[src/rtl/bus_xbar_arb_pkg.sv]
// rtl/bus_xbar_arb_pkg.sv - shared constants, encodings and helpers for the bus crossbar arbiter
package bus_xbar_arb_pkg;

    // Default bus widths (memory address bus / memory data bus)
    localparam int DEF_AW   = 32;
    localparam int DEF_DW   = 32;

    // Width of the slave-select region nibble at the top of the address
    localparam int REGION_W = 4;

    // Arbitration mode encodings
    localparam logic ARB_FIXED = 1'b0;
    localparam logic ARB_RR    = 1'b1;

    // Response FSM
    typedef enum logic [0:0] {
        ST_IDLE = 1'b0,
        ST_RESP = 1'b1
    } state_e;

    // Width of an encoded index over n items, never narrower than one bit
    function automatic int idx_width(input int n);
        return (n > 1) ? $clog2(n) : 1;
    endfunction

endpackage

[src/rtl/bus_rr_arbiter.sv]
// rtl/bus_rr_arbiter.sv - combinational fixed-priority / round-robin request arbiter
//
// Ports:
//   req_i   in  NUM_M  eligible requests
//   mode_i  in  1      ARB_FIXED: lowest index wins; ARB_RR: first index at/after ptr_i
//   ptr_i   in  IW     round-robin start index
//   gnt_o   out NUM_M  one-hot grant
//   idx_o   out IW     encoded grant index
//   vld_o   out 1      some request was granted
module bus_rr_arbiter
    import bus_xbar_arb_pkg::*;
#(
    parameter int NUM_M = 2,
    parameter int IW    = 1
) (
    input  logic [NUM_M-1:0] req_i,
    input  logic             mode_i,
    input  logic [IW-1:0]    ptr_i,
    output logic [NUM_M-1:0] gnt_o,
    output logic [IW-1:0]    idx_o,
    output logic             vld_o
);

    // Candidate examined at search position k; round-robin wraps at NUM_M
    function automatic int slot(input int k, input logic mode, input logic [IW-1:0] ptr);
        int j;
        j = (mode == ARB_FIXED) ? k : int'(ptr) + k;
        if (j >= NUM_M) begin
            j = j - NUM_M;
        end
        return j;
    endfunction

    always_comb begin
        gnt_o = '0;
        idx_o = '0;
        vld_o = 1'b0;
        for (int k = 0; k < NUM_M; k++) begin
            if (!vld_o && req_i[slot(k, mode_i, ptr_i)]) begin
                vld_o                        = 1'b1;
                gnt_o[slot(k, mode_i, ptr_i)] = 1'b1;
                idx_o                        = IW'(slot(k, mode_i, ptr_i));
            end
        end
    end

endmodule

[src/rtl/bus_xbar_arb.sv]
// rtl/bus_xbar_arb.sv - NUM_M x NUM_S bus crossbar with registered arbitration, locking and a one-cycle response phase
//
// Ports:
//   clk, rst_n                         clock, asynchronous active-low reset
//   m_req_i/m_we_i/m_lock_i   in  NUM_M       per-master request, write enable, lock request
//   m_addr_i/m_wdata_i        in  NUM_M*AW/DW master address / write data, master i at slot i
//   m_gnt_o/m_hold_o          out NUM_M       accept pulse / stall (req & ~gnt)
//   m_rvalid_o/m_err_o        out NUM_M       response valid one cycle after gnt / decode error
//   m_rdata_o                 out NUM_M*DW    read data for the response owner, other slots 0
//   s_req_o/s_we_o            out NUM_S       slave strobe / write enable
//   s_addr_o/s_wdata_o        out NUM_S*AW/DW slave address (region nibble zeroed) / write data
//   s_rdata_i                 in  NUM_S*DW    slave read data, valid the cycle after s_req_o
module bus_xbar_arb
    import bus_xbar_arb_pkg::*;
#(
    parameter int NUM_M    = 2,
    parameter int NUM_S    = 4,
    parameter int AW       = DEF_AW,
    parameter int DW       = DEF_DW,
    parameter int ARB_MODE = 0,
    parameter int LOCK_MAX = 16
) (
    input  logic                clk,
    input  logic                rst_n,
    input  logic [NUM_M-1:0]    m_req_i,
    input  logic [NUM_M-1:0]    m_we_i,
    input  logic [NUM_M-1:0]    m_lock_i,
    input  logic [NUM_M*AW-1:0] m_addr_i,
    input  logic [NUM_M*DW-1:0] m_wdata_i,
    output logic [NUM_M-1:0]    m_gnt_o,
    output logic [NUM_M-1:0]    m_hold_o,
    output logic [NUM_M-1:0]    m_rvalid_o,
    output logic [NUM_M-1:0]    m_err_o,
    output logic [NUM_M*DW-1:0] m_rdata_o,
    output logic [NUM_S-1:0]    s_req_o,
    output logic [NUM_S-1:0]    s_we_o,
    output logic [NUM_S*AW-1:0] s_addr_o,
    output logic [NUM_S*DW-1:0] s_wdata_o,
    input  logic [NUM_S*DW-1:0] s_rdata_i
);

    localparam int   MIW     = idx_width(NUM_M);
    localparam int   CW      = $clog2(LOCK_MAX) + 1;
    localparam logic RR_MODE = (ARB_MODE == int'(ARB_RR)) ? ARB_RR : ARB_FIXED;

    // Registered state
    state_e              state_q, state_d;
    logic [MIW-1:0]      cur_m_q, cur_m_d;
    logic [REGION_W-1:0] cur_s_q, cur_s_d;
    logic                cur_err_q, cur_err_d;
    logic [MIW-1:0]      rr_ptr_q, rr_ptr_d;
    logic                lock_q, lock_d;
    logic [MIW-1:0]      lock_owner_q, lock_owner_d;
    logic [CW-1:0]       lock_cnt_q, lock_cnt_d;

    // Arbitration
    logic [NUM_M-1:0]    owner_mask;
    logic [NUM_M-1:0]    elig;
    logic [NUM_M-1:0]    arb_gnt;
    logic [MIW-1:0]      win;
    logic                win_vld;

    // Winner datapath
    logic [AW-1:0]       win_addr;
    logic [DW-1:0]       win_wdata;
    logic                win_we;
    logic                win_lock;
    logic [REGION_W-1:0] sel;
    logic                sel_ok;
    logic [DW-1:0]       resp_data;

    assign owner_mask = NUM_M'(1) << lock_owner_q;

    // While locked only the owner may compete; reset masks everything so
    // that gnt/hold/strobes are all quiet while rst_n is low.
    always_comb begin
        elig = '0;
        if (rst_n) begin
            elig = lock_q ? (m_req_i & owner_mask) : m_req_i;
        end
    end

    bus_rr_arbiter #(
        .NUM_M (NUM_M),
        .IW    (MIW)
    ) u_arb (
        .req_i  (elig),
        .mode_i (RR_MODE),
        .ptr_i  (rr_ptr_q),
        .gnt_o  (arb_gnt),
        .idx_o  (win),
        .vld_o  (win_vld)
    );

    // One-hot mux of the winning master's request fields
    always_comb begin
        win_addr  = '0;
        win_wdata = '0;
        for (int i = 0; i < NUM_M; i++) begin
            if (arb_gnt[i]) begin
                win_addr  = m_addr_i[i*AW +: AW];
                win_wdata = m_wdata_i[i*DW +: DW];
            end
        end
    end

    assign win_we   = |(m_we_i & arb_gnt);
    assign win_lock = |(m_lock_i & arb_gnt);
    assign sel      = win_addr[AW-1 -: REGION_W];
    assign sel_ok   = int'(sel) < NUM_S;

    assign m_gnt_o  = arb_gnt;
    assign m_hold_o = rst_n ? (m_req_i & ~arb_gnt) : '0;

    // Request phase toward the slaves; an undecoded region strobes nobody
    always_comb begin
        s_req_o   = '0;
        s_we_o    = '0;
        s_addr_o  = '0;
        s_wdata_o = '0;
        for (int k = 0; k < NUM_S; k++) begin
            if (win_vld && int'(sel) == k) begin
                s_req_o[k]            = 1'b1;
                s_we_o[k]             = win_we;
                s_addr_o[k*AW +: AW]  = {{REGION_W{1'b0}}, win_addr[AW-REGION_W-1:0]};
                s_wdata_o[k*DW +: DW] = win_wdata;
            end
        end
    end

    // Response phase back to the owning master
    always_comb begin
        m_rvalid_o = '0;
        m_err_o    = '0;
        m_rdata_o  = '0;
        resp_data  = '0;
        for (int k = 0; k < NUM_S; k++) begin
            if (int'(cur_s_q) == k) begin
                resp_data = s_rdata_i[k*DW +: DW];
            end
        end
        if (state_q == ST_RESP) begin
            for (int i = 0; i < NUM_M; i++) begin
                if (int'(cur_m_q) == i) begin
                    m_rvalid_o[i]         = 1'b1;
                    m_err_o[i]            = cur_err_q;
                    m_rdata_o[i*DW +: DW] = cur_err_q ? '0 : resp_data;
                end
            end
        end
    end

    // Next state: a grant in either state pipelines straight into RESP
    always_comb begin
        state_d   = ST_IDLE;
        cur_m_d   = cur_m_q;
        cur_s_d   = cur_s_q;
        cur_err_d = cur_err_q;
        rr_ptr_d  = rr_ptr_q;
        if (win_vld) begin
            state_d   = ST_RESP;
            cur_m_d   = win;
            cur_s_d   = sel;
            cur_err_d = ~sel_ok;
            if (int'(win) == NUM_M - 1) begin
                rr_ptr_d = '0;
            end else begin
                rr_ptr_d = win + MIW'(1);
            end
        end
    end

    // Lock: an unlocked owner grant or the timeout releases; both can
    // coincide with a grant, which is still honoured this cycle.
    always_comb begin
        lock_d       = lock_q;
        lock_owner_d = lock_owner_q;
        lock_cnt_d   = lock_cnt_q;
        if (lock_q) begin
            if ((win_vld && !win_lock) || lock_cnt_q == CW'(LOCK_MAX - 1)) begin
                lock_d     = 1'b0;
                lock_cnt_d = '0;
            end else begin
                lock_cnt_d = lock_cnt_q + CW'(1);
            end
        end else if (win_vld && win_lock) begin
            lock_d       = 1'b1;
            lock_owner_d = win;
            lock_cnt_d   = '0;
        end
    end

    always_ff @(posedge clk or negedge rst_n) begin
        if (!rst_n) begin
            state_q      <= ST_IDLE;
            cur_m_q      <= '0;
            cur_s_q      <= '0;
            cur_err_q    <= 1'b0;
            rr_ptr_q     <= '0;
            lock_q       <= 1'b0;
            lock_owner_q <= '0;
            lock_cnt_q   <= '0;
        end else begin
            state_q      <= state_d;
            cur_m_q      <= cur_m_d;
            cur_s_q      <= cur_s_d;
            cur_err_q    <= cur_err_d;
            rr_ptr_q     <= rr_ptr_d;
            lock_q       <= lock_d;
            lock_owner_q <= lock_owner_d;
            lock_cnt_q   <= lock_cnt_d;
        end
    end

endmodule

[config.mk]
export PLATFORM = sky130hd
export DESIGN_NAME = bus_xbar_arb
export DESIGN_NICKNAME = d
export VERILOG_FILES = /design/src/rtl/bus_xbar_arb_pkg.sv /design/src/rtl/bus_rr_arbiter.sv /design/src/rtl/bus_xbar_arb.sv
export SDC_FILE = /design/constraint.sdc
export NUM_CORES = 1
export LEC_CHECK = 0
export ABC_AREA = 1
export BUFFER_PORTS_ARGS = -buffer_cell sky130_fd_sc_hd__buf_2
export CORE_AREA = 2 2 232 234
export DETAILED_ROUTE_END_ITERATION = 12
export DIE_AREA = 0 0 234 236
export PLACE_DENSITY = 0.3
export SYNTH_ARGS = -nofsm -noshare
export SYNTH_HDL_FRONTEND = slang
export SYNTH_SLANG_ARGS = --single-unit
[constraint.sdc]
create_clock -name clk -period 1.5 [get_ports clk]
set_clock_uncertainty 0.1 [all_clocks]
set_input_delay 0.075 -clock clk [delete_from_list [all_inputs] [get_ports clk]]
set_output_delay 0.075 -clock clk [all_outputs]
set_load 0.005 [all_outputs]
# Word-level counts from Yosys, hierarchy flattened
# Cells that the tools add are included.
[totals]
wordCells = 102
ff_bits = 14
output_inout_bits = 336
[classes]
n_reduce_logical = 18
eq_ne = 7
n_addsub = 1
order_cmp = 5
muxes = 55
n_shift = 1
bitwise_logic = 8
[ops]
columns = ["op", "n"]
rows = [
  ["$mux W32", 17],
  ["$mux W28", 4],
  ["$ge A32 B1 Y1 const B", 2],
  ["$lt A32 B3 Y1 const B", 2],
  ["$mux W64", 1],
  ["$mux W1", 21],
  ["$eq A4 B3 Y1 const B", 4],
  ["$mux W5", 3],
  ["$mux W2", 7],
  ["$logic_and A1 B1 Y1", 9],
  ["$and A2 B2 Y2", 4],
  ["$eq A4 B2 Y1 const B", 2],
  ["$logic_not A4 Y1", 2],
  ["$add A5 B1 Y5 const B", 1],
  ["$eq A5 B4 Y1 const B", 1],
  ["$lt A4 B3 Y1 const B", 1],
  ["$reduce_or A2 Y1", 2],
  ["$demux W1 S1", 2],
  ["$logic_not A1 Y1", 2],
  ["$not A1 Y1", 2],
  ["$not A2 Y2", 1],
  ["$or A2 B2 Y2", 1],
  ["$reduce_and A2 Y1", 1],
  ["$reduce_bool A2 Y1", 1],
  ["other kinds (2)", 2],
]

# Depth between registers and ports, before layout
[depth]
word_depth = 21
mapped_depth = 10

# Modules after synthesis
# A second synthesis with hierarchy kept.
[hier_totals]
hier_cells = 869
hier_area_um2 = 4408.0
[modules_own_cells]
columns = ["module", "area_each_um2", "instances", "seq_area_each_um2", "cells_each"]
rows = [
  ["bus_xbar_arb", 4371.7, 1, 375.4, 861],
  ["bus_rr_arbiter", 36.3, 1, 0.0, 8],
]

# Worst setup path after synthesis
# Ideal clock, no wire load.
[synth_path]
kind = "register to output"
startpoint = "reg lock_q"
endpoint = "out s_wdata_o[15]"
t_required_ns = 1.325
path_slack_ns = -0.191
stages_incl_launch_ff = 10
t_arrival_ns = 1.516
n_path_buf = 2
cell_sequence = "dfrtp_1 -> buf_4 -> nand2_2 -> nand3_4 -> nand3_1 -> nand2_1 -> nor2_8 -> nand3_2 -> buf_2 -> nor2_1"
[synth_between]
elab_chain_cells = 11
elab_cells_between_ends = 16
[synth_lines]
columns = ["item", "line", "rtl"]
rows = [
  ["start, declared", "bus_xbar_arb.sv:52", "logic lock_q, lock_d;"],
  ["start signal, assigned", "bus_xbar_arb.sv:209", "lock_q <= lock_d;"],
  ["$mux W2 *", "bus_xbar_arb.sv:79", "elig = lock_q ? (m_req_i & owner_mask) : m_req_i;"],
  ["$mux W2 *", "bus_xbar_arb.sv:78", "if (rst_n) begin"],
  ["$mux W1", "bus_rr_arbiter.sv:39", "if (!vld_o && req_i[slot(k, mode_i, ptr_i)]) begin"],
  ["$logic_not A1 Y1", "bus_rr_arbiter.sv:39", ""],
  ["$logic_and A1 B1 Y1", "bus_rr_arbiter.sv:39", ""],
  ["$mux W2", "bus_rr_arbiter.sv:39", ""],
  ["$mux W32 (2 in a row)", "bus_xbar_arb.sv:100", "if (arb_gnt[i]) begin"],
  ["$logic_not A4 Y1", "bus_xbar_arb.sv:122", "if (win_vld && int'(sel) == k) begin"],
  ["$logic_and A1 B1 Y1", "bus_xbar_arb.sv:122", ""],
  ["$mux W32 *", "bus_xbar_arb.sv:122", ""],
  ["end, declared", "bus_xbar_arb.sv:38", "output logic [NUM_S*DW-1:0] s_wdata_o,"],
]
# Every way passes the cells marked *; elsewhere a longest branch is shown, timed or not.

# Worst setup path in the final report
[layout_path]
startpoint = "reg lock_q"
endpoint = "out s_addr_o[71]"
[layout_between]
elab_chain_cells = 11
elab_cells_between_ends = 14
[layout_lines]
columns = ["item", "line", "rtl"]
rows = [
  ["$mux W2 *", "bus_xbar_arb.sv:79", ""],
  ["$mux W2 *", "bus_xbar_arb.sv:78", ""],
  ["$mux W1", "bus_rr_arbiter.sv:39", ""],
  ["$logic_not A1 Y1", "bus_rr_arbiter.sv:39", ""],
  ["$logic_and A1 B1 Y1", "bus_rr_arbiter.sv:39", ""],
  ["$mux W2", "bus_rr_arbiter.sv:39", ""],
  ["$mux W32 (2 in a row)", "bus_xbar_arb.sv:100", ""],
  ["$eq A4 B3 Y1", "bus_xbar_arb.sv:122", ""],
  ["$logic_and A1 B1 Y1", "bus_xbar_arb.sv:122", ""],
  ["$mux W28 *", "bus_xbar_arb.sv:122", ""],
  ["end, declared", "bus_xbar_arb.sv:37", "output logic [NUM_S*AW-1:0] s_addr_o,"],
]
# Marks and branches as above.

==> parameters.txt <==
Parameter                              Value

Outcome
  Result of the run    complete, but fails checks
  Violated checks    setup timing

Drt
  Pre-Repair DR Iteration Count    4
  DRC violations left    0
  Routed WL per cell    16.8 microns
  Mean number of vias per cell    3.59
  ANT nets after route    0
  Number of violations reported at the end of detailed-routing iteration 0    244
  Count of vias placed by the detailed router    8346
  Final routed wirelength across all metal layers    39200 microns

Setup path
  Critical path class    register to primary output
  Kind of start point of the critical path    register
  Required time at the endpoint of the critical path    1.32 ns
  Maximum fanout along the worst path    21
  Data arrival time of the critical path    2.09 ns
  Worst Setup End Kind    primary output

STA
  Number of failing hold endpoints at the final stage    0
  Sum of negative setup slack    -204.66 ns
  Final period utilization    151%
  Highest attainable clock frequency    442 MHz
  Slew Limit Fails    0
  Slew @ Worst Pin    0.557 ns
  RSZ-0062 raised after global routing    true
  Final-layout worst hold slack    0.111 ns
  Relative max-transition margin    62.8%
  PnR worst setup slack    -0.760 ns
  Min Tclk post-route    2.26 ns
  Total of endpoints with negative setup slack in the final report    324

Synthesis
  Count of distinct cell types in the synthesized netlist    28
  Library cell with the largest summed area after synthesis    nor2_1
  Yosys warning total    0
  Share of Yosys cell area claimed by the top area cell type    32.5%
  Most area-consuming cells after synthesis    nor2_1 32%, nand2_1 26%, dfrtp_1 8.0%
  Avg Cell Area, Syn    4.54 sq um
  Synthesized instance count    968
  Cell area after synthesis    0.00439 sq mm
  Share of synthesized area occupied by flip-flops and latches    7.97%
  Post-synthesis sequential element count    14

Placement
  GP Congestion    0.825
  Worst slack, placed    -0.639 ns
  Number of I/O port buffers    583
  HPWL Detailed    30500 microns
  Total placed instance area    0.00893 sq mm

GRT
  Via count of the first global-routing pass    7973
  Number of antenna violations at the first check in global routing    4
  Total routing usage reported by global routing    12.6%
  Global-route wire length before repair    52300 microns
  Largest net degree at the start of global routing    39
  Total overflow reported by the global router    0

Floorplan
  Number of placed I/O pins    600
  Core footprint    0.0531 sq mm
  # rows    85
  Overall die height    236 microns
  Starting Density    8.28%
  Area of the die    0.0552 sq mm
  Width of the die    234 microns

Clock tree
  Clock edge transition at the registers on the reported setup and hold paths    0.05 ns
  Clock Tree Buf Depth    2
  Total number of H-tree levels    1
  Clock latency on the worst-skew pair    0.24 ns
  CTS tree    yes
  Number of clock sinks    14
  TritonCTS Buffers    3
  Root buffer cell    clkbuf_16

Power
  Worst VDD drop    0.387 mV
  Leakage power figure    5.77 nW
  Power density of the placed cells    680 mW/mm^2

Cells and area
  Most used cells in the layout excluding fill and tap cells    578 x buf_2, 294 x nor2_1, 291 x nand2_1, 79 x buf_4, 59 x nor2_2
  Layout Area Growth over Synthesis    128%
  Layout cells sized above 1    53.8%
  Fin nets    1897
  Final instance area    0.00999 sq mm
  Most common cell after layout, fill and taps aside    buf_2

Min path
  Worst hold path class    primary input to register

Run
  Number of maximum-capacitance constraint violations    0
## Yosys cell counts
| cell type | number |
|---|---|
| a21oi_1 | 1 |
| a21oi_4 | 1 |
| a22oi_1 | 2 |
| and3_1 | 1 |
| buf_1 | 3 |
| buf_2 | 25 |
| buf_4 | 18 |
| buf_6 | 12 |
| clkbuf_1 | 21 |
| conb_1 | 1 |
| dfrtp_1 | 14 |
| ha_1 | 2 |
| inv_1 | 79 |
| inv_2 | 7 |
| nand2_1 | 300 |
| nand2_2 | 4 |
| nand3_1 | 40 |
| nand3_2 | 1 |
| nand3_4 | 4 |
| nand4_1 | 10 |
| nor2_1 | 380 |
| nor2_2 | 1 |
| nor2_8 | 1 |
| nor3_1 | 2 |
| o21ai_0 | 34 |
| o21bai_1 | 1 |
| o21bai_2 | 1 |
| xor2_1 | 2 |
## metrics by stage
stage / instances / total power, W / util, %
3_5_place_dp: 2296 / 0.00562 / 16.8
5_1_grt: 2325 / 0.00745 / 18.8
6_report: 2326 / 0.00680 / 18.8
2_1_floorplan: 983 / 0.00297 / -
4_1_cts: 2316 / 0.00651 / 17.7
3_3_place_gp: 2296 / 0.00563 / 16.8
## final timing paths
kind                                             from                        end  slack, ns  cells past startpoint
worst min-delay path                      m_lock_i[0]  lock_cnt_q[0]$_DFFE_PN0P_       0.11                      4
worst max register to register       lock_q$_DFF_PN0_  lock_cnt_q[4]$_DFFE_PN0P_      -0.23                      9
max in group asynchronous                       rst_n     cur_s_q[0]$_DFFE_PN0P_       0.49                      3
worst min register to register  cur_err_q$_DFFE_PN0P_      cur_err_q$_DFFE_PN0P_       0.41                      2
worst max-delay path                 lock_q$_DFF_PN0_               s_addr_o[71]      -0.76                     11
min in group asynchronous                       rst_n           lock_q$_DFF_PN0_       0.32                      4
## kinds of logic (layout without fill, tap and decap cells)
kind of cell               Yosys count  count (layout)  synth area share (%)
DFF                                 14              14                  7.98
AOI/OAI and AO/OA                   40              40                  5.13
other                                1              17                0.0854
and+or+nand+nor                    744             744                  67.4
buffers and inverters              165             811                  18.4
xor gates and xnor gates             2               2                 0.399
adders and majority gates            2               2                 0.570
## power by group
group | leakage, nW | switching, W | internal, W
Sequential | 0.175 | 0.000104 | 0.000492
Combinational | 5.56 | 0.00333 | 0.00238
Clock | 0.0370 | 0.000150 | 0.000349
Total | 5.77 | 0.00358 | 0.00322
## worst max-delay path, cell delays in order (launching register included)
cell	delay [ns]
dfrtp_2	0.44
nand2_4	0.08
nand3_4	0.16
nand2_4	0.18
nor2_2	0.06
nor2_4	0.11
buf_4	0.13
nand3_4	0.08
buf_12	0.17
buf_12	0.17
nor2_1	0.10
buf_2	0.12
## sequential cells by signal, summed over array words and instances (netlist names)
register      cells
cur_s_q           4
state_q           1
lock_owner_q      1
cur_err_q         1
cur_m_q           1
lock_cnt_q        5
lock_q            1
## repair_timing
action,in CTS,in global routing
endpoints found under the hold margin,14,0
pin swaps,9,12
resized for setup,60,149
setup buffers,11,5
cloned,4,7
setup endpoints to repair,323,326
hold buffers,2,0
## routing by layer
layer | GRT usage, % | up-vias | routed length [microns]
met5 | 0 | - | 57
met4 | 0.844 | 8 | 246
met3 | 1.97 | 21 | 2570
met2 | 24.5 | 389 | 20100
met1 | 15.0 | 3746 | 16200
li1 | - | 4182 | -
## cell type report
class	instances	area, sq um
Fill cell	6292	43100
Tap cell	696	871
Timing Repair Buffer	722	4570
Sequential cell	14	354
Antenna cell	1	2.50
Inverter	86	343
Multi-Input combinational cell	804	3780
Clock buffer	3	75.1
(Power assumes the default switching activity.)
